### src/rtl/serial_tx.sv
// rtl/serial_tx.sv - UART-style serial transmitter: start, DATA_W data bits LSB first, optional even parity, one stop bit
`timescale 1ns/1ps
module serial_tx #(
    parameter int DATA_W       = 8,
    parameter int CLKS_PER_BIT = 4,
    parameter int PARITY_EN    = 0
) (
    input  logic              clk,
    input  logic              async_reset,
    input  logic [DATA_W-1:0] tx_data,
    input  logic              tx_valid,
    output logic              tx_ready,
    output logic              tx_serial,
    output logic              tx_busy,
    output logic              tx_done
);

    localparam int BW = (CLKS_PER_BIT > 1) ? $clog2(CLKS_PER_BIT) : 1;
    localparam int CW = (DATA_W > 1) ? $clog2(DATA_W) : 1;
    localparam logic [BW-1:0] BAUD_LAST = BW'(CLKS_PER_BIT - 1);
    localparam logic [CW-1:0] BIT_LAST  = CW'(DATA_W - 1);

    typedef enum logic [2:0] {IDLE, START, DATA, PARITY, STOP} state_t;

    state_t            state_q, state_d;
    logic [BW-1:0]     baud_q, baud_d;
    logic [CW-1:0]     bit_q, bit_d;
    logic [DATA_W-1:0] shift_q, shift_d;
    logic              parity_q, parity_d;
    logic              done_q, done_d;
    logic              baud_last;

    always_ff @(posedge clk or negedge async_reset) begin
        if (!async_reset) begin
            state_q  <= IDLE;
            baud_q   <= '0;
            bit_q    <= '0;
            shift_q  <= '0;
            parity_q <= 1'b0;
            done_q   <= 1'b0;
        end else begin
            state_q  <= state_d;
            baud_q   <= baud_d;
            bit_q    <= bit_d;
            shift_q  <= shift_d;
            parity_q <= parity_d;
            done_q   <= done_d;
        end
    end

    // With CLKS_PER_BIT=1 the baud counter stays at zero and every cycle is a bit boundary.
    always_comb begin
        state_d   = state_q;
        bit_d     = bit_q;
        shift_d   = shift_q;
        parity_d  = parity_q;
        done_d    = 1'b0;
        baud_last = (baud_q == BAUD_LAST);
        baud_d    = baud_last ? '0 : baud_q + BW'(1);
        case (state_q)
            IDLE: begin
                baud_d = '0;
                if (tx_valid) begin
                    shift_d  = tx_data;
                    parity_d = ^tx_data;
                    bit_d    = '0;
                    state_d  = START;
                end
            end
            START: begin
                if (baud_last) state_d = DATA;
            end
            DATA: begin
                if (baud_last) begin
                    shift_d = shift_q >> 1;
                    if (bit_q == BIT_LAST) begin
                        bit_d   = '0;
                        state_d = (PARITY_EN != 0) ? PARITY : STOP;
                    end else begin
                        bit_d = bit_q + CW'(1);
                    end
                end
            end
            PARITY: begin
                if (baud_last) state_d = STOP;
            end
            STOP: begin
                if (baud_last) begin
                    state_d = IDLE;
                    done_d  = 1'b1;
                end
            end
            default: state_d = IDLE;
        endcase
    end

    always_comb begin
        tx_serial = 1'b1;
        tx_ready  = (state_q == IDLE);
        tx_busy   = (state_q != IDLE);
        tx_done   = done_q;
        case (state_q)
            START:   tx_serial = 1'b0;
            DATA:    tx_serial = shift_q[0];
            PARITY:  tx_serial = parity_q;
            default: tx_serial = 1'b1;
        endcase
    end

endmodule

### config.mk
export PLATFORM = sky130hd
export DESIGN_NAME = serial_tx
export DESIGN_NICKNAME = d
export VERILOG_FILES = /design/src/rtl/serial_tx.sv
export SDC_FILE = /design/constraint.sdc
export NUM_CORES = 1
export LEC_CHECK = 0
export BUFFER_PORTS_ARGS = -buffer_cell sky130_fd_sc_hd__buf_2
export CAP_MARGIN = 20
export CORE_MARGIN = 2
export CORE_UTILIZATION = 39
export DETAILED_ROUTE_END_ITERATION = 16
export GPL_TIMING_DRIVEN = 0
export SETUP_SLACK_MARGIN = 0.15
export SLEW_MARGIN = 20
export SYNTH_ARGS = -nofsm -noshare
export SYNTH_HDL_FRONTEND = slang
export SYNTH_SLANG_ARGS = --single-unit
export TNS_END_PERCENT = 30
### constraint.sdc
create_clock -name clk -period 1.43 [get_ports clk]
set_input_delay 0.0715 -clock clk [delete_from_list [all_inputs] [get_ports clk]]
set_output_delay 0.0715 -clock clk [all_outputs]
set_load 0.05 [all_outputs]
# Yosys cells after proc, flatten, opt, wreduce, memory -nomap -nowiden
# Cells that the tools add are included.
# totals
output_inout_bits	4
regBits	18
latchBits	0
wordCells	46
memories	0
ramBits	0
rom_bits	0
inputBits	11
# op_classes
multipliers	0
n_mux	19
bitwise	0
n_lt_le_gt_ge	0
eq_ne	12
n_reduce_logical	7
div_mod_pow	0
n_addsub	2
shift	0
# ops
op	count
3-bit 2-to-1 mux	9
8-bit 2-to-1 mux	2
8-bit one-hot mux with 2 select lines	1
3-bit one-hot mux with 5 select lines	1
2-bit != test, second input constant	6
8-bit XOR reduction	1
3-bit by 2-bit == test with 1-bit output, second input constant	2
3-bit == test, second input constant	2
3-bit one-hot mux with 2 select lines	1
6-bit AND reduction	1
2-bit 2-to-1 mux	2
3-bit by 1-bit adder with 3-bit output, second input constant	1
3-bit by 1-bit == test with 1-bit output, second input constant	1
3-bit zero test	1
1-bit one-hot mux with 3 select lines	1
3-bit AND reduction	1
3-bit nonzero test	1
2-bit by 1-bit adder with 2-bit output, second input constant	1
2-bit == test, second input constant	1
1-bit 2-to-1 mux	2
2-bit AND reduction	1
2-bit nonzero test	1

# Depth between registers and ports, before layout
# logic_depth
word_depth	4
depth_mapped	6
depth_no_buf	6

# Worst setup path after synthesis
# OpenSTA, ideal clock, no wires.
# synth_path
path_kind	reg-to-output
start	register state_q[0]
end	output port tx_busy
path_stages_with_launch	6
setup_slack_ps	-676
path_buffers	2
t_required_ps	1359
arrival_ps	2035
cell_sequence	dfrtp_1 > buf_6 > or2_1 > buf_6 > nor2_1 > inv_1
# synth_via
elab_chain_cells	1
# synth_lines
item	line_no	text
start, declared	25	state_t state_q, state_d;
start signal, assigned	42	state_q <= state_d;
3-bit nonzero test	100	tx_busy = (state_q != IDLE);
end, declared	14	output logic tx_busy,
# No other way between the ends.

# Worst setup path after layout
# Ends and elaborated chain as after synthesis.

==> out/metrics.csv <==
metric;value;unit
initial antenna violation count;0;
yosys warns;0;
failing checks;negative setup slack;
fin area;0.001286;mm^2
Psw;0.001153;W
detailed router's first-iteration violation count;11;
worst skew pair latency;300;ps
Clock power frac;11.4;%
vias in the first global route;830;
R2R Setup Slk;-50;ps
element type at the critical path end;primary output;
Worst Slack Setup Final;-111.6;ps
die width;53.41;um
Final min period;1542;ps
Pwr Density;2221;mW/mm^2
top post-synthesis cells by area;dfrtp_1 (47%), xnor2_1 (6.4%), a21oi_1 (5.3%);
most common cell after layout, fill and taps aside;dfrtp_1;
hold-critical path depth;3;
status;finished with violations;
Sink Count;18;
ANT cells;0;
setup violators final;10;
switching portion of total power;40.38;%
FMAX;0.6487;GHz
post-synthesis cell count;98;
core area;0.002255;mm^2
share of cells above drive strength 1;39.06;%
Final ANT Viol Nets;0;
P_leak;0.5580;nW
combinational fraction of design power;58.5;%
total track usage;17.99;%
synthesized flop and latch total;18;
WS Path Type;flop to primary output;
Pwr Total;0.002856;W
Die Area;0.002853;mm^2
min-delay src;tx_data[3];
Setup Skew;1.212;ps
Synthesized Nets;112;
final hold violations;0;
synthesized area;952.2;um^2
routed len/inst;13.77;um
DP HPWL;1.394;mm
Max clock buf depth;2;
Worst R2R End;shift_q[4];
Clock Pin Slew Worst Setup and Hold Paths;110;ps
cts bufs inserted;3;
Area Overhead vs Synth;35.09;%
internal power;0.001703;W
first drt pass iteration count;4;
placed inst area;0.001065;mm^2
fin crit share;107.8;%
area of the multi-input gates;489.2;um^2
# H-tree levels;1;
Sequential Power Share;30.1;%
drt via density;5.327;
Hold WC Path Type;input port to flop;
most frequent cells in the layout;dfrtp_1 (16), buf_4 (12), buf_2 (11);
synth unique cells;28;
RePlAce Congestion;0.7078;
WHS Endpoint;shift_q[3];
clock root buffer;clkbuf_4;
Critical Path RT;1360;ps
row cnt;17;
Startpoint Class;flop;
Layout fillers;219;
DRC viols;0;
total of max-cap violations;0;
worst slack at placement;32.87;ps
largest net degree at the start of global routing;19;
Mean Syn Cell Area;9.716;um^2
# IOs;15;
arrival time worst endpoint;1470;ps
sequential cell area;452.9;um^2
Congestion Overflow GR;0;
Die H;53.41;um
Max IR drop VDD;1.287;mV
RSZ-0062 raised after global routing;true;
Critical R2R Launch;state_q[0];
Port Buffers;14;
count of pins over their slew limit;0;
final wirelength;2.148;mm
Yosys top cell by area;dfrtp_1;
net count of the finished layout;143;
total vias in the final route;831;
Yosys top cell area share;47.31;%
Final TNS setup;-543.4;ps
slew margin rel.;72.24;%
post-synthesis sequential area ratio;47.31;%
CTS tree;done;
Worst Tran Pin Value;416.4;ps
Worst R2R Path Depth;7;
first-pass GRT wire length;3.608;mm
crit path max fanout;3;
initial core utilization;42.23;%
post-layout util;57.05;%
==> power groups by stage <==
stage               logic (W)  clock network [W]  registers [W]
floorplan            0.000933                  0       0.000844
global placement      0.00113                  0       0.000873
detailed placement    0.00116                  0       0.000887
CTS                   0.00158           0.000332       0.000846
global route          0.00183           0.000354       0.000887
finish                0.00167           0.000325       0.000861
==> layout make-up <==
type | count | area share, %
Multi-Input combinational cell | 69 | 38.04
Sequential cell | 18 | 35.21
Timing Repair Buffer | 26 | 15.37
Buffer | 6 | 4.377
Clock buffer | 4 | 2.821
Tap cell | 28 | 2.724
Inverter | 5 | 1.459
==> per-layer routing <==
layer	global-route usage (%)	vias to the layer above	share of wire, %
met5	0	-	0
met4	8.120	0	1.3
met3	3.390	4	2.6
met2	32.10	12	52
met1	20.42	412	44
li1	-	403	-
==> sequential cells by signal, indices dropped and copies added, names as in the netlist <==
name and count:
parity_q 1, bit_q 3, state_q 3, tx_done 1, baud_q 2, shift_q 8
==> kinds of logic after synthesis <==
logic type      Yosys count  share of synthesized area [%]
mux                       1                          1.183
fa+ha+maj                 3                          3.943
simple gates             27                          14.32
buf+inv                  11                          6.307
compound gates           31                          20.50
xor+xnor                  7                          6.439
flops                    18                          47.31
==> synthesized netlist by cell type <==
library cell / instances
dfrtp_1: 18
nor2_1: 11
a21oi_1: 10
o22ai_1: 7
xnor2_1: 7
o21ai_0: 6
inv_1: 5
nand2_1: 5
buf_2: 3
ha_1: 3
nor2b_1: 3
a22o_1: 2
buf_6: 2
nand3_1: 2
a21oi_4: 1
a311o_1: 1
a31oi_1: 1
clkbuf_1: 1
mux2_2: 1
nand2b_4: 1
nand3b_1: 1
nor3_1: 1
nor4_1: 1
nor4b_1: 1
o21ai_1: 1
o31ai_1: 1
o41ai_1: 1
or2_1: 1
==> metrics by stage <==
| step | hold WS [ps] | std cells |
|---|---|---|
| CTS | 78.03 | 156 |
| finish | 86.01 | 156 |
| detailed placement | 35.36 | 140 |
| floorplan | -224.1 | 98 |
| global route | 89.29 | 156 |
| global placement | 28.15 | 140 |
==> worst max-delay path, stage by stage, from the launching register on <==
cell and delay [ps]:
dfrtp_1 400, buf_6 130, or2_4 220, buf_6 120, nor2_4 120, inv_2 40, buf_6 140
==> how the worst max path moves through the flow <==
stage	startpoint	to	slack (ps)
final	state_q[0]	tx_busy	-110
after global placement	state_q[1]	tx_serial	40
after CTS	state_q[0]	tx_busy	-140
after detailed placement	baud_q[0]	state_q[2]	30
after floorplan	state_q[0]	tx_busy	-60
after global routing	state_q[0]	tx_busy	-190
==> repair_timing <==
action,in CTS,in global routing
gates cloned,0,0
pin swaps,1,5
hold buffers,1,0
setup endpoints to repair,18,20
setup buffers,11,0
endpoints found under the hold margin,18,0
gates resized for setup,16,15
No activity file was read; power rests on OpenSTA's default activity.
